<file path="config.mk">
export PLATFORM = sky130hd
export DESIGN_NAME = ram_arbiter
export DESIGN_NICKNAME = d
export VERILOG_FILES = /design/src/rtl/ram_arbiter.sv
export SDC_FILE = /design/constraint.sdc
export NUM_CORES = 1
export LEC_CHECK = 0
export BUFFER_PORTS_ARGS = -buffer_cell sky130_fd_sc_hd__buf_2
export CORE_MARGIN = 2
export CORE_UTILIZATION = 40
export DETAILED_ROUTE_END_ITERATION = 16
export PLACE_DENSITY = 0.83
export SETUP_SLACK_MARGIN = 0.3
export SLEW_MARGIN = 20
export SYNTH_ARGS = -nofsm -noshare
export SYNTH_HDL_FRONTEND = slang
export SYNTH_SLANG_ARGS = --single-unit
</file>
<file path="constraint.sdc">
create_clock -name clk -period 3.2 [get_ports clk]
set_clock_uncertainty 0.2 [all_clocks]
set_input_delay 0.48 -clock clk [delete_from_list [all_inputs] [get_ports clk]]
set_output_delay 0.48 -clock clk [all_outputs]
set_load 0.05 [all_outputs]
</file>
<file path="src/rtl/ram_arbiter.sv">
// Two-port arbiter/sequencer in front of a single-port synchronous RAM with 1-cycle read latency.
// Define RAM_ARB_ROUND_ROBIN_EN for round-robin arbitration; default is fixed priority (port 0 wins ties).
module ram_arbiter #(
  parameter int A = 10,
  parameter int D = 8
) (
  input  logic         clk,
  input  logic         rst,
  input  logic         req0,
  input  logic         we0,
  input  logic [A-1:0] addr0,
  input  logic [D-1:0] wdata0,
  output logic         gnt0,
  output logic         rvalid0,
  input  logic         req1,
  input  logic         we1,
  input  logic [A-1:0] addr1,
  input  logic [D-1:0] wdata1,
  output logic         gnt1,
  output logic         rvalid1,
  output logic [D-1:0] rdata,
  output logic [A-1:0] ram_addr,
  output logic [D-1:0] ram_din,
  output logic         ram_we,
  input  logic [D-1:0] ram_dout
);

  typedef enum logic [1:0] {
    IDLE  = 2'd0,
    ISSUE = 2'd1,
    RESP  = 2'd2
  } state_e;

  state_e         state_q, state_d;
  logic           gnt0_q, gnt0_d;
  logic           gnt1_q, gnt1_d;
  logic           rvalid0_q, rvalid0_d;
  logic           rvalid1_q, rvalid1_d;
  logic [D-1:0]   rdata_q, rdata_d;
  logic [A-1:0]   ramAddr_q, ramAddr_d;
  logic [D-1:0]   ramDin_q, ramDin_d;
  logic           ramWe_q, ramWe_d;
  logic           winner_q, winner_d;
  logic           readPending_q, readPending_d;
  logic           anyReq;
  logic           pick1;

  assign anyReq = req0 | req1;

`ifdef RAM_ARB_ROUND_ROBIN_EN
  // lastWinner_q = 1 means port 1 took the previous grant, so port 0 wins the next tie
  logic lastWinner_q, lastWinner_d;
  assign pick1 = req1 & (~req0 | ~lastWinner_q);
`else
  assign pick1 = ~req0;
`endif

  always_ff @(posedge clk or posedge rst) begin
    if (rst) begin
      state_q       <= IDLE;
      gnt0_q        <= 1'b0;
      gnt1_q        <= 1'b0;
      rvalid0_q     <= 1'b0;
      rvalid1_q     <= 1'b0;
      rdata_q       <= '0;
      ramAddr_q     <= '0;
      ramDin_q      <= '0;
      ramWe_q       <= 1'b0;
      winner_q      <= 1'b0;
      readPending_q <= 1'b0;
`ifdef RAM_ARB_ROUND_ROBIN_EN
      lastWinner_q  <= 1'b1;
`endif
    end else begin
      state_q       <= state_d;
      gnt0_q        <= gnt0_d;
      gnt1_q        <= gnt1_d;
      rvalid0_q     <= rvalid0_d;
      rvalid1_q     <= rvalid1_d;
      rdata_q       <= rdata_d;
      ramAddr_q     <= ramAddr_d;
      ramDin_q      <= ramDin_d;
      ramWe_q       <= ramWe_d;
      winner_q      <= winner_d;
      readPending_q <= readPending_d;
`ifdef RAM_ARB_ROUND_ROBIN_EN
      lastWinner_q  <= lastWinner_d;
`endif
    end
  end

  always_comb begin
    state_d = state_q;
    case (state_q)
      IDLE:    if (anyReq) state_d = ISSUE;
      ISSUE:   state_d = RESP;
      RESP:    state_d = IDLE;
      default: state_d = IDLE;
    endcase
  end

  // Strobes default low so gnt, ram_we and rvalid are single-cycle pulses
  always_comb begin
    gnt0_d        = 1'b0;
    gnt1_d        = 1'b0;
    rvalid0_d     = 1'b0;
    rvalid1_d     = 1'b0;
    ramWe_d       = 1'b0;
    rdata_d       = rdata_q;
    ramAddr_d     = ramAddr_q;
    ramDin_d      = ramDin_q;
    winner_d      = winner_q;
    readPending_d = readPending_q;
`ifdef RAM_ARB_ROUND_ROBIN_EN
    lastWinner_d  = lastWinner_q;
`endif
    case (state_q)
      IDLE: begin
        if (anyReq) begin
          winner_d  = pick1;
          ramAddr_d = pick1 ? addr1 : addr0;
          ramDin_d  = pick1 ? wdata1 : wdata0;
          ramWe_d   = pick1 ? we1 : we0;
          gnt0_d    = ~pick1;
          gnt1_d    = pick1;
`ifdef RAM_ARB_ROUND_ROBIN_EN
          lastWinner_d = pick1;
`endif
        end
      end
      ISSUE: begin
        readPending_d = ~ramWe_q;
      end
      RESP: begin
        if (readPending_q) begin
          rdata_d   = ram_dout;
          rvalid0_d = ~winner_q;
          rvalid1_d = winner_q;
        end
        readPending_d = 1'b0;
      end
      default: ;
    endcase
  end

  assign gnt0     = gnt0_q;
  assign gnt1     = gnt1_q;
  assign rvalid0  = rvalid0_q;
  assign rvalid1  = rvalid1_q;
  assign rdata    = rdata_q;
  assign ram_addr = ramAddr_q;
  assign ram_din  = ramDin_q;
  assign ram_we   = ramWe_q;

endmodule

</file>
==> results.md <==
* Vias in the first global route at between 1000 and 1500
* Final core utilization at 55.8%
* Min Hold Slack at ~0.075 ns
* First-pass GRT wire length at around 6300 µm
* Core region area at between 0.003 and 0.004 mm²
* Num ports at 81
* Syn_nets at around 190
* CTS Hold Bufs at 0
* H-tree Lvls at 2
* All-layer global routing usage at 19.3%
* Routability cong. at approximately 0.86
* Clock buffer depth at 2
* Leak at about 1.0 nW
* YS warnings at 0
* CP required at about 3.2 ns
* Largest net degree at the start of global routing at 29
* PostCTS Resize Cnt at 0
* Final period util at between 60% and 70%
* Tightest Pin Transition at 0.643 ns
* Final hold vios at 0
* Area Growth Syn to Fin at 32.9%
* Syn Inst Count at between 100 and 150
* Yosys reg bits at 35
* Capturing point of the worst reg2reg path: ram_addr[2]
* DRC errors left at 0
* R2R Setup Slk at 0.97 ns
* Setup TNS at 0 ns
* Top-count cell post-synth: dfrtp_1
* Setup crit end kind: flip-flop
* Setup ws final at a little under 1 ns
* Top post-synthesis cells by area: dfrtp_1 57%, o32ai_1 7.4%, mux2_2 7.3%, o22ai_1 5.3%, nor2_1 4.6%
* Total Wirelength at about 4000 µm
* Layout cells sized above 1 at a little under half
* CP Class: flip-flop to flip-flop
* DP HPWL at 2800 µm
* Mapped Area at roughly 0.0015 mm²
* Cell Chain, Critical Path: inv_1 > ha_1 > nand2_1 > o32ai_1 > nor2_1
* Die area at 0.00438 mm²
* Tmin final at roughly 2.2 ns
* Routed Antenna Nets at 0
* Delay of the slowest critical-path stage at roughly 0.5 ns
* Nets at 270
* Num rows at 22
* Distinct cells, synth at 20
* Area leader, netlist: dfrtp_1
* I/O Buffers at 80
* Cts bufs inserted at 5
* Max-cap violations at 0
* Asr flop ratio synth at between 90% and 100%
* Crit path DAT at ~2.2 ns
* Clock sink count at 35
* Syn avg cell area at around 11 µm²
* Clk_lat worst skew at ~0.28 ns
* EDFF count, synth at 0
* Initial DRC Count at 44
* Initial core utilization at between 40% and 50%
* Startpoint class of the critical path: flip-flop
* Worst reg2reg path depth at 5
* Post-CTS Setup Bufs at 0
* Die H at about 66 µm
* Sequential share of the synthesized area at around 57%
* TritonRoute pass-1 iters at 4
* Die Wd at between 60 and 70 µm
* Ys flop type: dfrtp_1
* Max-slew violations at 0
* Clock slew at reported path FFs at about 0.070 ns
* Crit Reg-Reg Startpoint: state_q[1]
* Hold WC Path Type: input pin to asynchronous set/reset pin
* Worst Path Max Fanout at 18
* RSZ-0062 raised after global routing: no
* Relative slew slack at around 57%
* Fmax at 0.449 GHz
* CTS tree: done
* Dpl ws at 1.02 ns
* Synth top area share at a little under three fifths
* Via Count at 1434
* Total grt overflow at 0
* DR WL/cell at ~15 µm
* Root Buffer: clkbuf_8
* Initial antenna violation count at 0
* Crit-path slowest cell: nand2_1
* Maximum vdd drop at between 700 and 800 µV
* # setup viols final at 0
* P per Cell Area at between 1000 and 1500 mW/mm²
* Vias per cell at 5.39
* Synth top cells by count: 35 x dfrtp_1, 19 x nor2_1, 13 x o22ai_1, 13 x o32ai_1, 10 x mux2_2
* Inserted Diodes at 0
* Status: complete, no violations
* Tot Pwr at around 0.0025 W
[logic make-up after synthesis]
group,share of synthesized area [%]
AOI/OAI and AO/OA,15.4
adders and majority gates,2.43
buffers and inverters,5.25
DFF,56.6
muxes,7.28
and+or+nand+nor,13.1
[final cells by class]
| class | instances | area, µm² |
|---|---|---|
| repair buffers | 82 | 415 |
| well taps | 48 | 60.1 |
| fillers | 349 | 1630 |
| inverters | 4 | 15.0 |
| flip-flops and latches | 35 | 876 |
| multi-input cells | 89 | 591 |
| clock buffers | 8 | 100 |
[per-stage QoR]
stage	area, µm²	cells
6_report	2060	266
5_1_grt	2060	266
4_1_cts	2060	266
3_5_place_dp	1960	258
3_3_place_gp	1960	258
2_1_floorplan	1550	138
[flip-flops by register name, summed over array words and instances (netlist names)]
register,cells
state_q,2
gnt1,1
readPending_q,1
rvalid1,1
ram_din,8
ram_addr,10
gnt0,1
ram_we,1
rdata,8
rvalid0,1
winner_q,1
[critical path, delay by kind of cell, from the launching register on]
kind,cells,cell delay [ns]
simple gates,2,0.57
compound gates,1,0.41
flops,1,0.40
fa+ha+maj,1,0.43
buf+inv,1,0.09
[report_power, final]
part,internal [W],leakage (nW),switching (W)
clock,0.000196,0.0515,0.000151
combinational,0.000373,0.554,0.000997
sequential,0.000652,0.409,0.000130
[routing by layer]
| metal | track usage (%) | vias up | part of all wire (%) |
|---|---|---|---|
| li1 | - | 659 | - |
| met2 | 32.6 | 60 | 51 |
| met3 | 3.24 | 10 | 6.0 |
| met4 | 13.3 | 0 | 2.8 |
| met1 | 22.1 | 705 | 40 |
| met5 | 0 | - | 0 |
[placed cells by master (no fill, tap or decap), types with 4 or more instances in the layout]
cell      netlist  layout
inv_1           4       4
a21oi_1         6       6
nor2_1         19      19
dfrtp_1        35      35
and3b_1         4       4
nand2_1         6       6
clkbuf_8        0       7
o32ai_1        13      13
o22ai_1        13      13
mux2_2         10      10
nor3_1          9       9
buf_2           5      80
[how the worst max path moves through the flow]
| stage | from | end | depth (start not counted) |
|---|---|---|---|
| 5_1_grt | state_q[1] | ram_din[4] | 5 |
| 6_report | state_q[1] | ram_addr[2] | 5 |
| 2_1_floorplan | req0 | ram_addr[0] | 6 |
| 3_3_place_gp | state_q[0] | ram_addr[5] | 5 |
| 3_5_place_dp | state_q[0] | ram_addr[2] | 5 |
| 4_1_cts | state_q[1] | ram_addr[2] | 5 |
(Power assumes the default switching activity.)
